==> config.mk <==
export PLATFORM = sky130hd
export DESIGN_NAME = mem_port_arbiter
export DESIGN_NICKNAME = d
export VERILOG_FILES = /design/src/rtl/mem_port_arbiter_pkg.sv /design/src/rtl/mem_port_arbiter_arb_pick.sv /design/src/rtl/mem_port_arbiter.sv
export SDC_FILE = /design/constraint.sdc
export NUM_CORES = 1
export LEC_CHECK = 0
export ABC_AREA = 1
export CAP_MARGIN = 30
export CELL_PAD_IN_SITES_DETAIL_PLACEMENT = 1
export CELL_PAD_IN_SITES_GLOBAL_PLACEMENT = 1
export CORE_ASPECT_RATIO = 1.75
export CORE_MARGIN = 1.5
export CORE_UTILIZATION = 17
export DETAILED_ROUTE_END_ITERATION = 16
export GPL_TIMING_DRIVEN = 0
export MAX_ROUTING_LAYER = met4
export PLACE_DENSITY = 0.76
export SETUP_SLACK_MARGIN = 0.3
export SLEW_MARGIN = 20
export SYNTH_ARGS = -nofsm -noshare
export SYNTH_HDL_FRONTEND = slang
export SYNTH_HIERARCHICAL = 1
export SYNTH_SLANG_ARGS = --single-unit
==> constraint.sdc <==
create_clock -name clk -period 1.7 [get_ports clk]
set_input_delay 0.51 -clock clk [delete_from_list [all_inputs] [get_ports clk]]
set_output_delay 0.51 -clock clk [all_outputs]
set_load 0.03 [all_outputs]
==> src/rtl/mem_port_arbiter_pkg.sv <==
// Shared CPU definitions: branch/register constants and memory-port
// arbiter types used by mem_port_arbiter and arb_pick.
package mem_port_arbiter_pkg;

  // Register file / branch constants shared across the pipeline
  localparam int unsigned NUM_REGS = 32;
  localparam logic [2:0]  BR_EQ    = 3'b000;
  localparam logic [2:0]  BR_NE    = 3'b001;
  localparam logic [2:0]  BR_LT    = 3'b100;
  localparam logic [2:0]  BR_GE    = 3'b101;

  // Memory port arbiter
  typedef enum logic [1:0] {
    ARB_IDLE    = 2'd0,
    ARB_BUSY_IF = 2'd1,
    ARB_BUSY_DM = 2'd2
  } arb_state_e;

  localparam logic [3:0]  MEM_WE_READ = 4'b0000;

  // Bit positions in the grant vector
  localparam int unsigned GNT_IF = 0;
  localparam int unsigned GNT_DM = 1;

endpackage

==> src/rtl/mem_port_arbiter_arb_pick.sv <==
// Combinational grant selection between the IF and MEM requesters.
// MEM_ARB_RR_EN selects round-robin; otherwise DM has fixed priority.
module arb_pick
  import mem_port_arbiter_pkg::*;
(
  input  logic       req_if,
  input  logic       req_dm,
  input  logic       last_dm,
  output logic [1:0] gnt
);

`ifdef MEM_ARB_RR_EN
  // On contention the side that did not own the last grant wins
  always_comb begin
    gnt = '0;
    if (req_if && req_dm) begin
      if (last_dm) gnt[GNT_IF] = 1'b1;
      else         gnt[GNT_DM] = 1'b1;
    end else begin
      gnt[GNT_IF] = req_if;
      gnt[GNT_DM] = req_dm;
    end
  end
`else
  // Pointer has no meaning under fixed priority
  logic unused_last_dm;
  assign unused_last_dm = last_dm;

  // Fixed priority: DM over IF
  always_comb begin
    gnt         = '0;
    gnt[GNT_DM] = req_dm;
    gnt[GNT_IF] = req_if & ~req_dm;
  end
`endif

endmodule

==> src/rtl/mem_port_arbiter.sv <==
// Shares the single SRAM port between the IF and MEM pipeline stages.
// Build option: define MEM_ARB_RR_EN for round-robin arbitration
// (default is fixed priority, DM over IF).
module mem_port_arbiter
  import mem_port_arbiter_pkg::*;
#(
  parameter int unsigned ADDR_W = 14,
  parameter int unsigned DATA_W = 32
) (
  input  logic              clk,
  input  logic              rst,
  input  logic              if_req_i,
  input  logic [31:0]       if_addr_i,
  output logic              if_ack_o,
  output logic [DATA_W-1:0] if_rdata_o,
  input  logic              dm_req_i,
  input  logic [3:0]        dm_we_i,
  input  logic [31:0]       dm_addr_i,
  input  logic [DATA_W-1:0] dm_wdata_i,
  output logic              dm_ack_o,
  output logic [DATA_W-1:0] dm_rdata_o,
  output logic              mem_req_o,
  output logic [3:0]        mem_we_o,
  output logic [ADDR_W-1:0] mem_addr_o,
  output logic [DATA_W-1:0] mem_wdata_o,
  input  logic              mem_ack_i,
  input  logic [DATA_W-1:0] mem_rdata_i,
  output logic              if_stall_o,
  output logic              dm_stall_o
);

  arb_state_e        state_q, state_d;
  logic [1:0]        gnt;
  logic              arb_en;
  logic              req_if_m, req_dm_m;
  logic              last_dm;
  logic [3:0]        we_q;
  logic [ADDR_W-1:0] addr_q;
  logic [DATA_W-1:0] wdata_q;

  // Byte offset and bits above the SRAM size are not used
  logic unused_addr_bits;
  assign unused_addr_bits = ^{if_addr_i[31:ADDR_W+2], if_addr_i[1:0],
                              dm_addr_i[31:ADDR_W+2], dm_addr_i[1:0]};

  // Arbitrate when idle or in the ack cycle; the completing side is masked
  // so a chained grant always goes to the other requester.
  assign arb_en   = (state_q == ARB_IDLE) | mem_ack_i;
  assign req_if_m = arb_en & if_req_i & (state_q != ARB_BUSY_IF);
  assign req_dm_m = arb_en & dm_req_i & (state_q != ARB_BUSY_DM);

  arb_pick u_arb_pick (
    .req_if  (req_if_m),
    .req_dm  (req_dm_m),
    .last_dm (last_dm),
    .gnt     (gnt)
  );

`ifdef MEM_ARB_RR_EN
  logic last_dm_q;

  // Priority pointer: remembers the owner of the most recent grant
  always_ff @(posedge clk) begin
    if (rst)       last_dm_q <= 1'b0;
    else if (|gnt) last_dm_q <= gnt[GNT_DM];
  end

  assign last_dm = last_dm_q;
`else
  assign last_dm = 1'b0;
`endif

  // State register
  always_ff @(posedge clk) begin
    if (rst) state_q <= ARB_IDLE;
    else     state_q <= state_d;
  end

  // Next state: a grant always wins; otherwise an ack returns to IDLE
  always_comb begin
    state_d = state_q;
    if (gnt[GNT_DM])                               state_d = ARB_BUSY_DM;
    else if (gnt[GNT_IF])                          state_d = ARB_BUSY_IF;
    else if ((state_q != ARB_IDLE) && mem_ack_i)   state_d = ARB_IDLE;
  end

  // Command registers: captured on a grant, held stable while busy
  always_ff @(posedge clk) begin
    if (rst) begin
      we_q    <= '0;
      addr_q  <= '0;
      wdata_q <= '0;
    end else if (gnt[GNT_DM]) begin
      we_q    <= dm_we_i;
      addr_q  <= dm_addr_i[ADDR_W+1:2];
      wdata_q <= dm_wdata_i;
    end else if (gnt[GNT_IF]) begin
      we_q    <= MEM_WE_READ;
      addr_q  <= if_addr_i[ADDR_W+1:2];
      wdata_q <= '0;
    end
  end

  // Outputs: ack routing (reset abandons the transaction) and stalls
  always_comb begin
    mem_req_o  = (state_q != ARB_IDLE);
    if_ack_o   = (state_q == ARB_BUSY_IF) & mem_ack_i & ~rst;
    dm_ack_o   = (state_q == ARB_BUSY_DM) & mem_ack_i & ~rst;
    if_stall_o = if_req_i & ~if_ack_o;
    dm_stall_o = dm_req_i & ~dm_ack_o;
  end

  assign mem_we_o    = we_q;
  assign mem_addr_o  = addr_q;
  assign mem_wdata_o = wdata_q;
  assign if_rdata_o  = mem_rdata_i;
  assign dm_rdata_o  = mem_rdata_i;

endmodule
==> flow_metrics.env <==
export IMPL_p_sw_frac=0.3379
export IMPL_power_density_mw_per_mm2=749.9
export IMPL_detail_route_first_pass_iterations=4
export IMPL_setup_violations=2
export IMPL_p_sw_mw=1.469
export IMPL_cts_root_buf="clkbuf_16"
export IMPL_p_int_mw=2.877
export IMPL_final_util=0.3906
export IMPL_fin_cells=764
export IMPL_dpl_cell_count=723
export IMPL_combPwrFrac=0.413
export IMPL_whs_ns=0.4600
export IMPL_drtIter0Drc=39
export IMPL_grt_max_degree=16
export IMPL_fin_ws_ns=-0.02409
export IMPL_worstMarginPinSlew_ns=0.7897
export IMPL_p_seq_frac=0.320
export IMPL_r2r_start="state_q[1]$_SDFFE_PP0P_"
export IMPL_path_max_fanout=4
export IMPL_dieWidth_um=95.92
export IMPL_diodes=0
export IMPL_grt_util_all_layers=0.1418
export IMPL_finalNetCount=717
export IMPL_path_class="input port to primary output"
export IMPL_finalHoldViolCount=0
export IMPL_place_port_buffers=186
export IMPL_end_kind="primary output"
export IMPL_cts_tree="yes"
export IMPL_dieArea_mm2=0.01589
export IMPL_required_ns=1.19
export IMPL_syn_nets=491
export IMPL_num_fill_cells=1735
export IMPL_hp_start="mem_wdata_o[6]$_SDFFE_PP0P_"
export IMPL_min_path_type="flop to flop"
export IMPL_violations="negative setup slack"
export IMPL_final_setup_tns_ns=-0.04725
export IMPL_via_count=3092
export IMPL_whs_path_depth=2
export IMPL_numCtsBuffers=5
export IMPL_routed_via_density=4.047
export IMPL_antenna_found_initial=0
export IMPL_drv_cap=0
export IMPL_relSlewSlack=0.4735
export IMPL_period_share=1.014
export IMPL_rows=59
export IMPL_highest_layer="met4"
export IMPL_power_leakage_nw=2.868
export IMPL_r2r_cells=11
export IMPL_cts_max_level=2
export IMPL_drc=0
export IMPL_area_delta_synth_final_pct=125.6
export IMPL_syn_instance_count=354
export IMPL_core_mm2=0.01484
export IMPL_ant_nets=0
export IMPL_grt_overflow_total=0
export IMPL_fin_worst_skew_ns=0.002577
export IMPL_wl_per_cell_um=15.31
export IMPL_dr_wl_met3_um=879
export IMPL_syn_area_mm2=0.002569
export IMPL_rsz0062_at_grt="true"
export IMPL_clock_sink_count=52
export IMPL_yosysWarnings=6
export IMPL_io_pin_count=256
export IMPL_grt_pass1_wl_um=16530
export IMPL_drive_above_1_share=0.6954
export IMPL_die_h_um=165.6
export IMPL_worstPathArrival_ns=1.21
export IMPL_met1_length_um=3540
export IMPL_hpwl_um=8389
export IMPL_fmax_ghz=0.5800
export IMPL_first_global_vias=3243
export IMPL_met2WireLength_um=7139
export IMPL_synth_avg_cell_area_um2=7.256
export IMPL_pwr_share_clk=0.267
export IMPL_clockBufferDepth=2
export IMPL_path_clk_slew_ns=0.07
export IMPL_dpl_worst_slack_ns=-1.172
export IMPL_start_util=0.1731
export IMPL_gp_congestion=0.7364
export IMPL_status="finished with violations"
export IMPL_period_minus_slack_ns=1.724
export IMPL_startpoint="mem_ack_i"
export IMPL_cp_start_kind="input port"
export IMPL_ir_worst_vdd_uv=381.1
export IMPL_insertion_delay_ns=0.29
export IMPL_slew_viol_final=0
export IMPL_drt_wl_total_um=11700
flip-flops by register name, indices dropped and copies added, names as in the netlist:
| register | cells |
|---|---|
| mem_we_o | 4 |
| mem_addr_o | 14 |
| state_q | 2 |
| mem_wdata_o | 32 |
cell usage in the layout, fill, tap and decap left out, types with 7 or more instances in the layout:
| cell type | count |
|---|---|
| a21oi_1 | 8 |
| a21oi_2 | 30 |
| buf_12 | 13 |
| buf_2 | 79 |
| buf_4 | 97 |
| buf_6 | 10 |
| buf_8 | 14 |
| clkbuf_4 | 7 |
| clkdlybuf4s15_2 | 8 |
| clkdlybuf4s50_1 | 64 |
| dfxtp_1 | 34 |
| dfxtp_2 | 16 |
| inv_1 | 12 |
| nand2_1 | 45 |
| nand2_2 | 34 |
| nand2_4 | 37 |
| nand3_1 | 9 |
| nand3_2 | 19 |
layer usage:
layer / vias up / global-route usage
li1: 1493 / -
met1: 1436 / 0.1181
met2: 154 / 0.2994
met3: 9 / 0.02020
met4: 0 / 0.03517
met5: - / -
stage by stage:
stage               power [mW]  cell area [µm²]
global placement         2.733             4803
global route             4.544             5796
detailed placement       2.763             4803
finish                   4.346             5796
CTS                      4.327             5783
floorplan                2.160             2713
path summary, 6_finish.rpt:
path	end	slack, ns
worst max-delay path	dm_ack_o	-0.02
worst min-delay path	mem_wdata_o[6]$_SDFFE_PP0P_	0.46
worst max register to register	mem_wdata_o[20]$_SDFFE_PP0P_	0.01
worst min register to register	mem_wdata_o[6]$_SDFFE_PP0P_	0.46
power groups by stage:
stage	clock network, mW	logic [mW]	registers [mW]
after floorplan	0	0.620	1.54
after global placement	0	1.35	1.38
after detailed placement	0	1.38	1.38
after CTS	1.20	1.75	1.38
after global routing	1.24	1.90	1.40
final	1.16	1.79	1.39
timing repair:
item                       in CTS  in global routing
pin swaps                      22                 27
gates resized for setup       687                199
hold buffers                    0                  0
setup endpoints to repair     171                127
gates cloned                    8                  0
buffers inserted               22                  3
critical path, cell delays in order:
cell,delay (ns)
buf_12,0.08
clkinvlp_4,0.16
nor4_4,0.28
buf_6,0.18
cell type report:
class / count / area, µm² / area share
Buffer: 85 / 775.7 / 0.1339
Clock buffer: 6 / 128.9 / 0.02224
Clock inverter: 2 / 35.03 / 0.006045
Inverter: 23 / 116.4 / 0.02008
Multi-Input combinational cell: 194 / 1513 / 0.2610
Sequential cell: 52 / 1069 / 0.1844
Tap cell: 183 / 229.0 / 0.03951
Timing Repair Buffer: 219 / 1929 / 0.3329
Power figures use the tool's default switching activity.
